$ cat config.mk
export PLATFORM = sky130hd
export DESIGN_NAME = stack_lifo_flat
export DESIGN_NICKNAME = d
export VERILOG_FILES = /design/src/rtl/stack_lifo_if.sv /design/src/rtl/stack_lifo.sv /design/src/flat_wrapper.sv
export SDC_FILE = /design/constraint.sdc
export NUM_CORES = 1
export LEC_CHECK = 0
export CAP_MARGIN = 20
export CORE_ASPECT_RATIO = 2
export CORE_MARGIN = 2
export CORE_UTILIZATION = 40
export DETAILED_ROUTE_END_ITERATION = 6
export PLACE_DENSITY = 0.59
export SLEW_MARGIN = 20
export SYNTH_ARGS = -nofsm -noshare
export SYNTH_HDL_FRONTEND = slang
export SYNTH_SLANG_ARGS = --single-unit
$ cat constraint.sdc
create_clock -name clk -period 8.7 [get_ports clk]
set_input_delay 0.87 -clock clk [delete_from_list [all_inputs] [get_ports clk]]
set_output_delay 0.87 -clock clk [all_outputs]
set_load 0.005 [all_outputs]
$ cat src/rtl/stack_lifo_if.sv
// ============================================================================
// Module : stack_lifo_if
// Bus between the stack processor and the hardware LIFO data stack.
// Revision: 1.0
// ============================================================================
`default_nettype none

interface stack_lifo_if #(
    parameter int WIDTH  = 8,
    parameter int ADDR_W = 4
);
    logic              push;
    logic              pop;
    logic [WIDTH-1:0]  data_in;
    logic [WIDTH-1:0]  data_out;
    logic              full;
    logic              empty;
    logic [ADDR_W:0]   count;
    logic              overflow;
    logic              underflow;

    modport master (
        output push, pop, data_in,
        input  data_out, full, empty, count, overflow, underflow
    );

    modport slave (
        input  push, pop, data_in,
        output data_out, full, empty, count, overflow, underflow
    );
endinterface

`default_nettype wire

$ cat src/rtl/stack_lifo.sv
// ============================================================================
// Module : stack_lifo
// LIFO data stack with registered pop data and atomic push+pop replace-top.
// Optional sticky error flags enabled by macro STACK_ERR_FLAGS_EN.
// Revision: 1.0
// ============================================================================
`default_nettype none

module stack_lifo #(
    parameter int WIDTH  = 8,
    parameter int ADDR_W = 4
) (
    input  wire logic   clk,
    input  wire logic   resetN,
    stack_lifo_if.slave bus
);
    localparam int              DEPTH   = 2 ** ADDR_W;
    localparam logic [ADDR_W:0] C_DEPTH = (ADDR_W + 1)'(DEPTH);

    logic [ADDR_W:0]   sp_q, sp_d;
    logic [WIDTH-1:0]  data_out_q, data_out_d;
    logic [WIDTH-1:0]  mem_q [DEPTH];

    logic              full, empty;
    logic [ADDR_W:0]   sp_m1;
    logic [ADDR_W-1:0] top_idx, free_idx, wr_idx;
    logic              mem_we;

    assign full     = (sp_q == C_DEPTH);
    assign empty    = (sp_q == '0);
    assign sp_m1    = sp_q - 1'b1;
    assign top_idx  = sp_m1[ADDR_W-1:0];
    assign free_idx = sp_q[ADDR_W-1:0];

    always_comb begin
        sp_d       = sp_q;
        data_out_d = data_out_q;
        mem_we     = 1'b0;
        wr_idx     = free_idx;
        case ({bus.push, bus.pop})
            2'b10: begin
                if (!full) begin
                    mem_we = 1'b1;
                    sp_d   = sp_q + 1'b1;
                end
            end
            2'b01: begin
                if (!empty) begin
                    data_out_d = mem_q[top_idx];
                    sp_d       = sp_m1;
                end
            end
            2'b11: begin
                // Replace-top when occupied; pass straight through when empty.
                if (!empty) begin
                    data_out_d = mem_q[top_idx];
                    mem_we     = 1'b1;
                    wr_idx     = top_idx;
                end else begin
                    data_out_d = bus.data_in;
                end
            end
            default: ;
        endcase
    end

    always_ff @(posedge clk) begin
        if (!resetN) begin
            sp_q       <= '0;
            data_out_q <= '0;
        end else begin
            sp_q       <= sp_d;
            data_out_q <= data_out_d;
        end
    end

    // Storage carries no reset; a write coinciding with reset is dropped.
    always_ff @(posedge clk) begin
        if (resetN && mem_we)
            mem_q[wr_idx] <= bus.data_in;
    end

`ifdef STACK_ERR_FLAGS_EN
    logic overflow_q, underflow_q;
    logic ovf_evt, unf_evt;

    assign ovf_evt = bus.push & ~bus.pop & full;
    assign unf_evt = bus.pop & ~bus.push & empty;

    always_ff @(posedge clk) begin
        if (!resetN) begin
            overflow_q  <= 1'b0;
            underflow_q <= 1'b0;
        end else begin
            overflow_q  <= overflow_q  | ovf_evt;
            underflow_q <= underflow_q | unf_evt;
        end
    end

    assign bus.overflow  = overflow_q;
    assign bus.underflow = underflow_q;
`else
    assign bus.overflow  = 1'b0;
    assign bus.underflow = 1'b0;
`endif

    assign bus.data_out = data_out_q;
    assign bus.full     = full;
    assign bus.empty    = empty;
    assign bus.count    = sp_q;

endmodule

`default_nettype wire

$ cat src/flat_wrapper.sv
// flat-port wrapper written by rule: the top's interface ports become plain ports
module stack_lifo_flat 
#(
    parameter int WIDTH  = 8,
    parameter int ADDR_W = 4
)
  (clk, resetN, bus_push, bus_pop, bus_data_in, bus_data_out, bus_full, bus_empty, bus_count, bus_overflow, bus_underflow);
  stack_lifo_if #(.WIDTH(WIDTH), .ADDR_W(ADDR_W)) bus_i ();
  input  wire logic clk;
  input  wire logic resetN;
  input wire logic [$bits(bus_i.push)-1:0] bus_push;
  input wire logic [$bits(bus_i.pop)-1:0] bus_pop;
  input wire logic [$bits(bus_i.data_in)-1:0] bus_data_in;
  output wire logic [$bits(bus_i.data_out)-1:0] bus_data_out;
  output wire logic [$bits(bus_i.full)-1:0] bus_full;
  output wire logic [$bits(bus_i.empty)-1:0] bus_empty;
  output wire logic [$bits(bus_i.count)-1:0] bus_count;
  output wire logic [$bits(bus_i.overflow)-1:0] bus_overflow;
  output wire logic [$bits(bus_i.underflow)-1:0] bus_underflow;
  assign bus_i.push = bus_push;
  assign bus_i.pop = bus_pop;
  assign bus_i.data_in = bus_data_in;
  assign bus_data_out = bus_i.data_out;
  assign bus_full = bus_i.full;
  assign bus_empty = bus_i.empty;
  assign bus_count = bus_i.count;
  assign bus_overflow = bus_i.overflow;
  assign bus_underflow = bus_i.underflow;
  stack_lifo #(.WIDTH(WIDTH), .ADDR_W(ADDR_W)) u_core (.clk(clk), .resetN(resetN), .bus(bus_i));
endmodule
* Word level (Yosys, flattened, before mapping) *
Memories as Yosys holds them, arrays and structs flattened.
Index checks and enable logic that the tools add are counted.

word-level totals
  register bits after elaboration = 13
  RAM bits = 128
  input port bits = 12
  output and inout port bits = 17
  word-level logic and storage cells = 30
  memories kept = 1

operators by class
  add/sub/neg operators = 2
  equality and inequality tests = 6
  mux-type cells = 13
  reductions and logical operators = 6

memory list
  name          depth  width  read ports  clocked after Yosys merged registers in  write ports  line              source
  u_core.mem_q  16     8      1           0                                        1            stack_lifo.sv:22  logic [WIDTH-1:0] mem_q [DEPTH];

operator list
  kind                                                  count
  two-way mux 8 bit                                     2
  one-hot mux 8 bit (2 select lines)                    1
  two-way mux 5 bit                                     2
  one-hot mux 5 bit (2 select lines)                    1
  two-way mux 4 bit                                     2
  adder 5 x 1 -> 5 bit (second input constant)          1
  equality test 5 bit (second input constant)           1
  logical NOT 5 bit                                     1
  subtractor 5 x 1 -> 5 bit (second input constant)     1
  equality test 2 bit (second input constant)           2
  two-way mux 1 bit                                     4
  != test 2 bit (second input constant)                 2
  nonzero test 2 bit                                    2
  AND reduction 3 bit                                   1
  equality test 2 x 1 -> 1 bit (second input constant)  1
  one-hot mux 1 bit (2 select lines)                    1
  AND reduction 2 bit                                   1
  logical AND 1 bit                                     1

* Longest topological paths before layout *
Gate-level depths: netlist of run 1.

  depth after elaboration = 6
  gate-level depth with buffers = 11
  mapped depth without buffers = 8

* Least setup slack after synthesis of run 1 *
Ideal clock, no wire load.

  path type = reg-to-reg
  start = register u_core.sp_q[0], in the netlist u_core.bus.count[0]
  end = memory u_core.mem_q[10][0], enable pin
  setup time = 0.370 ns
  data arrival time = 2.398 ns
  required time = 8.330 ns
  path slack = 5.932 ns
  stages on the path, launching flop included = 10
  path buffers = 2
  period minus slack after synthesis = 2.768 ns
  cell sequence = dfxtp_1 > buf_6 > inv_1 > clkbuf_1 > ha_1 > or4b_4 > nand2_2 > o21a_1 > nand3_1 > nor2_1

between the ends
  cells in the longest elaborated chain, start to end = 6
  elaborated cells between the ends (all ways) = 11
  classes of those cells = add/sub (1); eq/ne (1); mux (7); reduce/logical (2)

ends and longest elaborated chain
  item                                                      line                                source
  start: declaration                                        stack_lifo.sv:20                    logic [ADDR_W:0] sp_q, sp_d;
  start signal: assignment                                  stack_lifo.sv:72                    sp_q <= sp_d;
  equality test 5 bit or logical NOT 5 bit (tied branches)  stack_lifo.sv:29, stack_lifo.sv:30
  two-way mux 1 bit (on tied branches)                      stack_lifo.sv:42, stack_lifo.sv:55
  one-hot mux 1 bit (2 select lines)                        stack_lifo.sv:40                    case ({bus.push, bus.pop})
  logical AND 1 bit                                         stack_lifo.sv:79                    if (resetN && mem_we)
  two-way mux 1 bit                                         stack_lifo.sv:79
  two-way mux 1 bit (not written as such)                   stack_lifo.sv:80                    mem_q[wr_idx] <= bus.data_in;
  end: declaration                                          stack_lifo.sv:22

Several ways; a longest one is shown, not always the timed one.

* Worst setup path in the final report of run 1 *
  start = register u_core.sp_q[0], in the netlist u_core.bus.count[0]
  end = output bus_empty

between the ends
  cells in the longest elaborated chain, start to end = 1

ends and longest elaborated chain
  item               line                source
  logical NOT 5 bit  stack_lifo.sv:30    assign empty = (sp_q == '0);
  end: declaration   flat_wrapper.sv:16  output wire logic [$bits(bus_i.empty)-1:0] bus_empty;

Every way passes these cells.

==> results of run 1 <==
synth_stat cells, types with 2 or more instances:
library cell	n
ha_1	3
a22oi_1	8
and2_1	7
a221oi_1	8
o221ai_1	8
a31oi_1	11
nor2_1	16
o21ai_0	16
clkbuf_1	3
xor2_1	2
dfxtp_1	13
clkbuf_2	2
nor3_1	6
xnor2_1	5
nand2b_1	4
buf_4	4
o21ai_2	2
o21a_1	4
mux4_2	24
nand2_1	4
o21ai_1	2
edfxtp_1	128
inv_1	3
buf_6	5
nand3_1	3
nand2_2	2
and4_1	2
o32ai_2	2
buf_2	6
mux2i_1	17
layer usage:
layer	part of all wire	vias to the layer above	track usage
met5	0	-	0
met4	0.056	0	0.1179
met3	0.042	34	0.03689
met2	0.56	117	0.3286
met1	0.35	1687	0.1766
li1	-	1428	-
report_power, final:
part	switching [mW]	internal, mW
combinational	0.192	0.154
sequential	0.0282	0.761
clock	0.262	0.477
area by class of cell:
class                           instances  share of cell area
Sequential cell                       141              0.5955
Multi-Input combinational cell        173              0.2396
Clock buffer                           20             0.06334
Timing Repair Buffer                   28             0.03993
Tap cell                              192             0.03485
Clock inverter                         12             0.02468
Inverter                                4            0.002178
sequential cells by signal, indices dropped and copies added, names as in the netlist:
name                 count
u_core.bus.count         5
u_core.bus.data_out      8
u_core.mem_q           128
cells in the final DEF (no fill, tap or decap), types with 3 or more instances in the layout:
cell / netlist / routed
bufinv_16: 0 / 4
clkdlybuf4s50_1: 0 / 26
inv_1: 3 / 3
nand3_1: 3 / 3
o21ai_0: 16 / 16
dfxtp_1: 13 / 12
mux2i_1: 17 / 17
a31oi_1: 11 / 11
nor3_1: 6 / 6
xnor2_1: 5 / 5
edfxtp_1: 128 / 128
nand2b_1: 4 / 4
o21a_1: 4 / 4
clkbuf_1: 3 / 3
nor2_1: 16 / 16
a221oi_1: 8 / 8
mux4_2: 24 / 24
clkbuf_16: 0 / 17
o221ai_1: 8 / 8
and2_1: 7 / 7
nand2_1: 4 / 4
a22oi_1: 8 / 8
final timing paths:
kind                                                     startpoint                             endpoint  depth (start not counted)
worst max-delay path               u_core.bus.count[0]$_SDFFE_PN0P_                            bus_empty                          5
worst min-delay path            u_core.bus.data_out[5]$_SDFFE_PN0P_  u_core.bus.data_out[5]$_SDFFE_PN0P_                          2
worst max register to register     u_core.bus.count[0]$_SDFFE_PN0P_         u_core.mem_q[5][6]$_DFFE_PP_                          5
worst min register to register  u_core.bus.data_out[5]$_SDFFE_PN0P_  u_core.bus.data_out[5]$_SDFFE_PN0P_                          2
stage by stage:
stage	instances	hold slack, ns	utilization
6_report	570	0.6184	0.4778
4_1_cts	570	0.6165	0.4778
3_5_place_dp	538	0.6085	0.4357
2_1_floorplan	338	0.5757	-
5_1_grt	570	0.6516	0.4778
3_3_place_gp	538	0.5946	0.4357
worst max-delay path, cell delays in order, from the launching register on:
cell and delay [ns]:
dfxtp_2 0.57, inv_1 0.52, ha_2 0.27, or4b_4 0.51
inv_2 0.12, clkdlybuf4s50_1 0.51
cells by family (layout without fill, tap and decap cells):
kind of cell | after synthesis | after routing | synth area share
buffers and inverters | 24 | 64 | 0.02586
multiplexers | 42 | 42 | 0.1223
AND/OR/NAND/NOR | 53 | 53 | 0.05321
XOR/XNOR | 8 | 8 | 0.01314
other | 1 | 2 | 0.0006354
adder cells (fa/ha/maj) | 3 | 3 | 0.006361
flip-flops | 141 | 141 | 0.6954
AO/OA/AOI/OAI | 65 | 65 | 0.08311
==> results.sh, run 1 <==
export IMPL_status="finished clean"
export IMPL_die_w_um=89.89
export IMPL_nFillCells=1232
export IMPL_drt_total_wl_um=13490
export IMPL_htreeDepth=4
export IMPL_synth_edff_count=128
export IMPL_grt_pass1_wl_um=20010
export IMPL_rrSetupSlack_ns=4.92
export IMPL_critPathLaunchType="register"
export IMPL_mappedNetlistArea_um2=5902
export IMPL_worst_slew_pin_slew_ns=0.8913
export IMPL_register_area_um2=4105
export IMPL_slew_headroom=0.4039
export IMPL_multi_input_area_um2=1652
export IMPL_diodes=0
export IMPL_ir_drop_uv=106.3
export IMPL_layout_nets=380
export IMPL_yosysSeqAreaShare=0.6954
export IMPL_row_count=62
export IMPL_cts_max_path_buffers=2
export IMPL_cp_required_ns=7.83
export IMPL_core_um2=14430
export IMPL_cts_sinks=141
export IMPL_drive_gt1_frac=0.1878
export IMPL_wire_per_inst_um=23.67
export IMPL_root_buffer="clkbuf_16"
export IMPL_preCtsSetupSlack_ns=4.886
export IMPL_ctsResizeCount=0
export IMPL_synthArstFlopShare=0
export IMPL_critical_path_class="register to output port"
export IMPL_firstDrtPassIters=4
export IMPL_syn_avg_cell_area_um2=17.51
export IMPL_setup_slack_ns=4.906
export IMPL_p_leak_nw=2.151
export IMPL_clk_latency_ns=0.41
export IMPL_power_mw=1.875
export IMPL_hold_class="register to register"
export IMPL_gp_congestion=0.8824
export IMPL_synth_cells=337
export IMPL_rsz0062_at_grt="no"
export IMPL_hold_viol=0
export IMPL_min_period_over_period=0.4361
export IMPL_cts_tree="done"
export IMPL_portBuffers=26
export IMPL_ys_ff_latch=141
export IMPL_area_delta_synth_final_pct=16.81
export IMPL_end_kind="output port"
export IMPL_antenna_found_initial=0
export IMPL_clkTransAtPathRegs_ns=0.06
export IMPL_grt_max_degree=46
export IMPL_finalSetupViolCount=0
export IMPL_via_count=3266
export IMPL_routed_via_density=5.730
export IMPL_ys_top_cells_by_area="edfxtp_1 65%, mux4_2 9.2%, dfxtp_1 4.4%"
export IMPL_powerDensity_nw_per_um2=272.0
export IMPL_cp_max_fo=29
export IMPL_drt_initial_drc_count=228
export IMPL_stdcell_area_um2=6894
export IMPL_ys_flop_type="edfxtp_1"
export IMPL_worst_clock_skew_ns=0.01211
export IMPL_ios=29
export IMPL_ant_nets=0
export IMPL_cp_data_arrival_time_ns=2.92
export IMPL_place_area_um2=6287
export IMPL_ys_types=47
export IMPL_die_area_um2=15800
export IMPL_cts_buffers=17
export IMPL_period_minus_slack_ns=3.794
export IMPL_start_util=0.4090
export IMPL_tns_ns=0
export IMPL_place_hpwl_um=9561
export IMPL_synth_largest_area_cell="edfxtp_1"
export IMPL_post_cts_repair_setup_buffers=0
export IMPL_route_detailed_drc=0
export IMPL_gr_usage_all_layers=0.1774
export IMPL_grt_overflow_total=0
export IMPL_yosysTopAreaCellShare=0.6513
export IMPL_fmax_mhz=263.6
export IMPL_hold_buffers=0
export IMPL_first_global_vias=3289
export IMPL_die_y_um=175.8
export IMPL_drv_slew=0
export IMPL_ys_warn_count=0
export IMPL_cap_violations=0
No activity file was read; power rests on OpenSTA's default activity.
==> run 2, diff against run 1 <==
==> constraint.sdc (replaced) <==
create_clock -name clk -period 3.95 [get_ports clk]
set_input_delay 0.395 -clock clk [delete_from_list [all_inputs] [get_ports clk]]
set_output_delay 0.395 -clock clk [all_outputs]
set_load 0.005 [all_outputs]
==> run 2 against run 1 <==
Against the previous run:
- final cell count increased by 1.8%
- die area unchanged
- hold slack got worse by 0.0024 ns
- first-iteration DRC count increased by 33%
- clock skew decreased by 0.0027 ns
- global-route usage increased by 0.81 points
- critical path depth increased by 2
- clock-buffer cell count decreased by 2
- power increased by 110%
- combinational power increased by 140%
- setup slack got worse by 3.8 ns
- highest routed layer unchanged
==> results.sh, run 2 (same netlist as run 1, synthesis figures left out) <==
export IMPL_status="finished clean"
export IMPL_stdcell_area_um2=6917
export IMPL_drt_total_wl_um=13620
export IMPL_post_cts_repair_setup_buffers=0
export IMPL_sw_frac_of_total=0.2859
export IMPL_clkTransAtPathRegs_ns=0.06
export IMPL_ios=29
export IMPL_cp_max_fo=15
export IMPL_fmax_mhz=353.9
export IMPL_hold_class="register to register"
export IMPL_critPathLaunchType="register"
export IMPL_cap_violations=0
export IMPL_grt_pass1_wl_um=21420
export IMPL_die_w_um=89.89
export IMPL_grt_max_degree=29
export IMPL_place_hpwl_um=9362
export IMPL_period_minus_slack_ns=2.826
export IMPL_largest_register_ffs=128
export IMPL_first_global_vias=3503
export IMPL_area_delta_synth_final_pct=17.19
export IMPL_place_area_um2=6362
export IMPL_worst_clock_skew_ns=0.009400
export IMPL_cts_buffers=17
export IMPL_layout_common_cells="128 x edfxtp_1, 26 x clkdlybuf4s50_1, 24 x mux4_2"
export IMPL_hold_viol=0
export IMPL_register_area_um2=4105
export IMPL_clk_latency_ns=0.41
export IMPL_route_detailed_drc=0
export IMPL_antenna_found_initial=0
export IMPL_row_count=62
export IMPL_finalSetupViolCount=0
export IMPL_core_um2=14430
export IMPL_power_frac_seq=0.426
export IMPL_die_y_um=175.8
export IMPL_critical_path_class="register to register"
export IMPL_htreeDepth=4
export IMPL_internal_power_mw=2.857
export IMPL_rsz0062_at_grt="no"
export IMPL_final_common_cell="edfxtp_1"
export IMPL_drt_initial_drc_count=303
export IMPL_root_buffer="clkbuf_16"
export IMPL_gr_usage_all_layers=0.1856
export IMPL_rrSetupSlack_ns=1.12
export IMPL_slew_headroom=0.3532
export IMPL_powerDensity_nw_per_um2=578.4
export IMPL_firstDrtPassIters=5
export IMPL_drive_gt1_frac=0.2191
export IMPL_p_leak_nw=2.181
export IMPL_start_util=0.4090
export IMPL_cp_required_ns=3.99
export IMPL_layout_nets=390
export IMPL_cts_tree="done"
export IMPL_cts_max_path_buffers=2
export IMPL_ctsResizeCount=0
export IMPL_setup_slack_ns=1.124
export IMPL_worst_slew_pin_slew_ns=0.9667
export IMPL_diodes=0
export IMPL_cts_sinks=141
export IMPL_portBuffers=26
export IMPL_top_register="u_core.mem_q"
export IMPL_r2r_cells=7
export IMPL_drv_slew=0
export IMPL_grt_overflow_total=0
export IMPL_final_util=0.4794
export IMPL_power_switching_mw=1.144
export IMPL_hold_buffers=0
export IMPL_tns_ns=0
export IMPL_preCtsSetupSlack_ns=0.7972
export IMPL_ant_nets=0
export IMPL_min_period_over_period=0.7153
export IMPL_gp_congestion=0.8514
export IMPL_cp_data_arrival_time_ns=2.86
export IMPL_pwr_share_comb=0.204
export IMPL_routed_via_density=5.679
export IMPL_via_count=3294
export IMPL_nFillCells=1272
export IMPL_end_kind="register"
export IMPL_wire_per_inst_um=23.49
export IMPL_whs_path_depth=2
export IMPL_clkPwrFrac=0.369
export IMPL_ir_drop_uv=283.8
export IMPL_power_mw=4.000
export IMPL_multi_input_area_um2=1652
export IMPL_die_area_um2=15800
==> run 2: changes by cell type in the layout (fill, tap and decap cells not counted), sizes merged <==
cell / delta
buf: +10
inv: +7
clkinv: -1
bufinv: -4
clkbuf: -2
==> run 2: power by group through the flow <==
| stage | Sequential (mW) | Combinational [mW] | Clock [mW] |
|---|---|---|---|
| final | 1.71 | 0.817 | 1.48 |
| after global routing | 1.71 | 0.878 | 1.58 |
| after CTS | 1.71 | 0.823 | 1.50 |
| after detailed placement | 1.74 | 0.821 | 0 |
| after global placement | 1.74 | 0.817 | 0 |
| after floorplan | 1.73 | 0.558 | 0 |
==> run 2: per-stage QoR <==
| step | instances | hold slack, ns |
|---|---|---|
| after global routing | 580 | 0.6469 |
| after floorplan | 338 | 0.4939 |
| after global placement | 548 | 0.5993 |
| after detailed placement | 548 | 0.6078 |
| after CTS | 580 | 0.6183 |
| final | 580 | 0.6160 |
==> run 2: worst paths after layout <==
path | from | endpoint
worst max-delay path | u_core.bus.count[0]$_SDFFE_PN0P_ | u_core.mem_q[5][2]$_DFFE_PP_
worst min register to register | u_core.bus.data_out[4]$_SDFFE_PN0P_ | u_core.bus.data_out[4]$_SDFFE_PN0P_
worst min-delay path | u_core.bus.data_out[4]$_SDFFE_PN0P_ | u_core.bus.data_out[4]$_SDFFE_PN0P_
worst max register to register | u_core.bus.count[0]$_SDFFE_PN0P_ | u_core.mem_q[5][2]$_DFFE_PP_
==> run 2: area by class of cell <==
type / instances / area share
clock buffer: 18 / 0.06205
clock inverter: 14 / 0.01809
inverter: 4 / 0.002171
multi-input combinational: 173 / 0.2388
sequential: 141 / 0.5935
tap: 192 / 0.03473
timing repair buffer: 38 / 0.05065
==> run 2: critical path, stage by stage, from the launching register on <==
cell and delay [ns]:
dfxtp_2 0.32, inv_1 0.07, buf_4 0.22, ha_1 0.38, nand2b_1 0.23, o21a_1 0.26, nand4b_1 0.26, nor2_1 0.70
==> run 2: layer usage <==
metal	routed length [um]	GRT usage	share of wire	up-vias
met5	0	0	0	-
met4	538	0.09487	0.039	0
met3	572	0.04376	0.042	28
li1	-	-	-	1453
met1	4988	0.1989	0.37	1690
met2	7523	0.3384	0.55	123
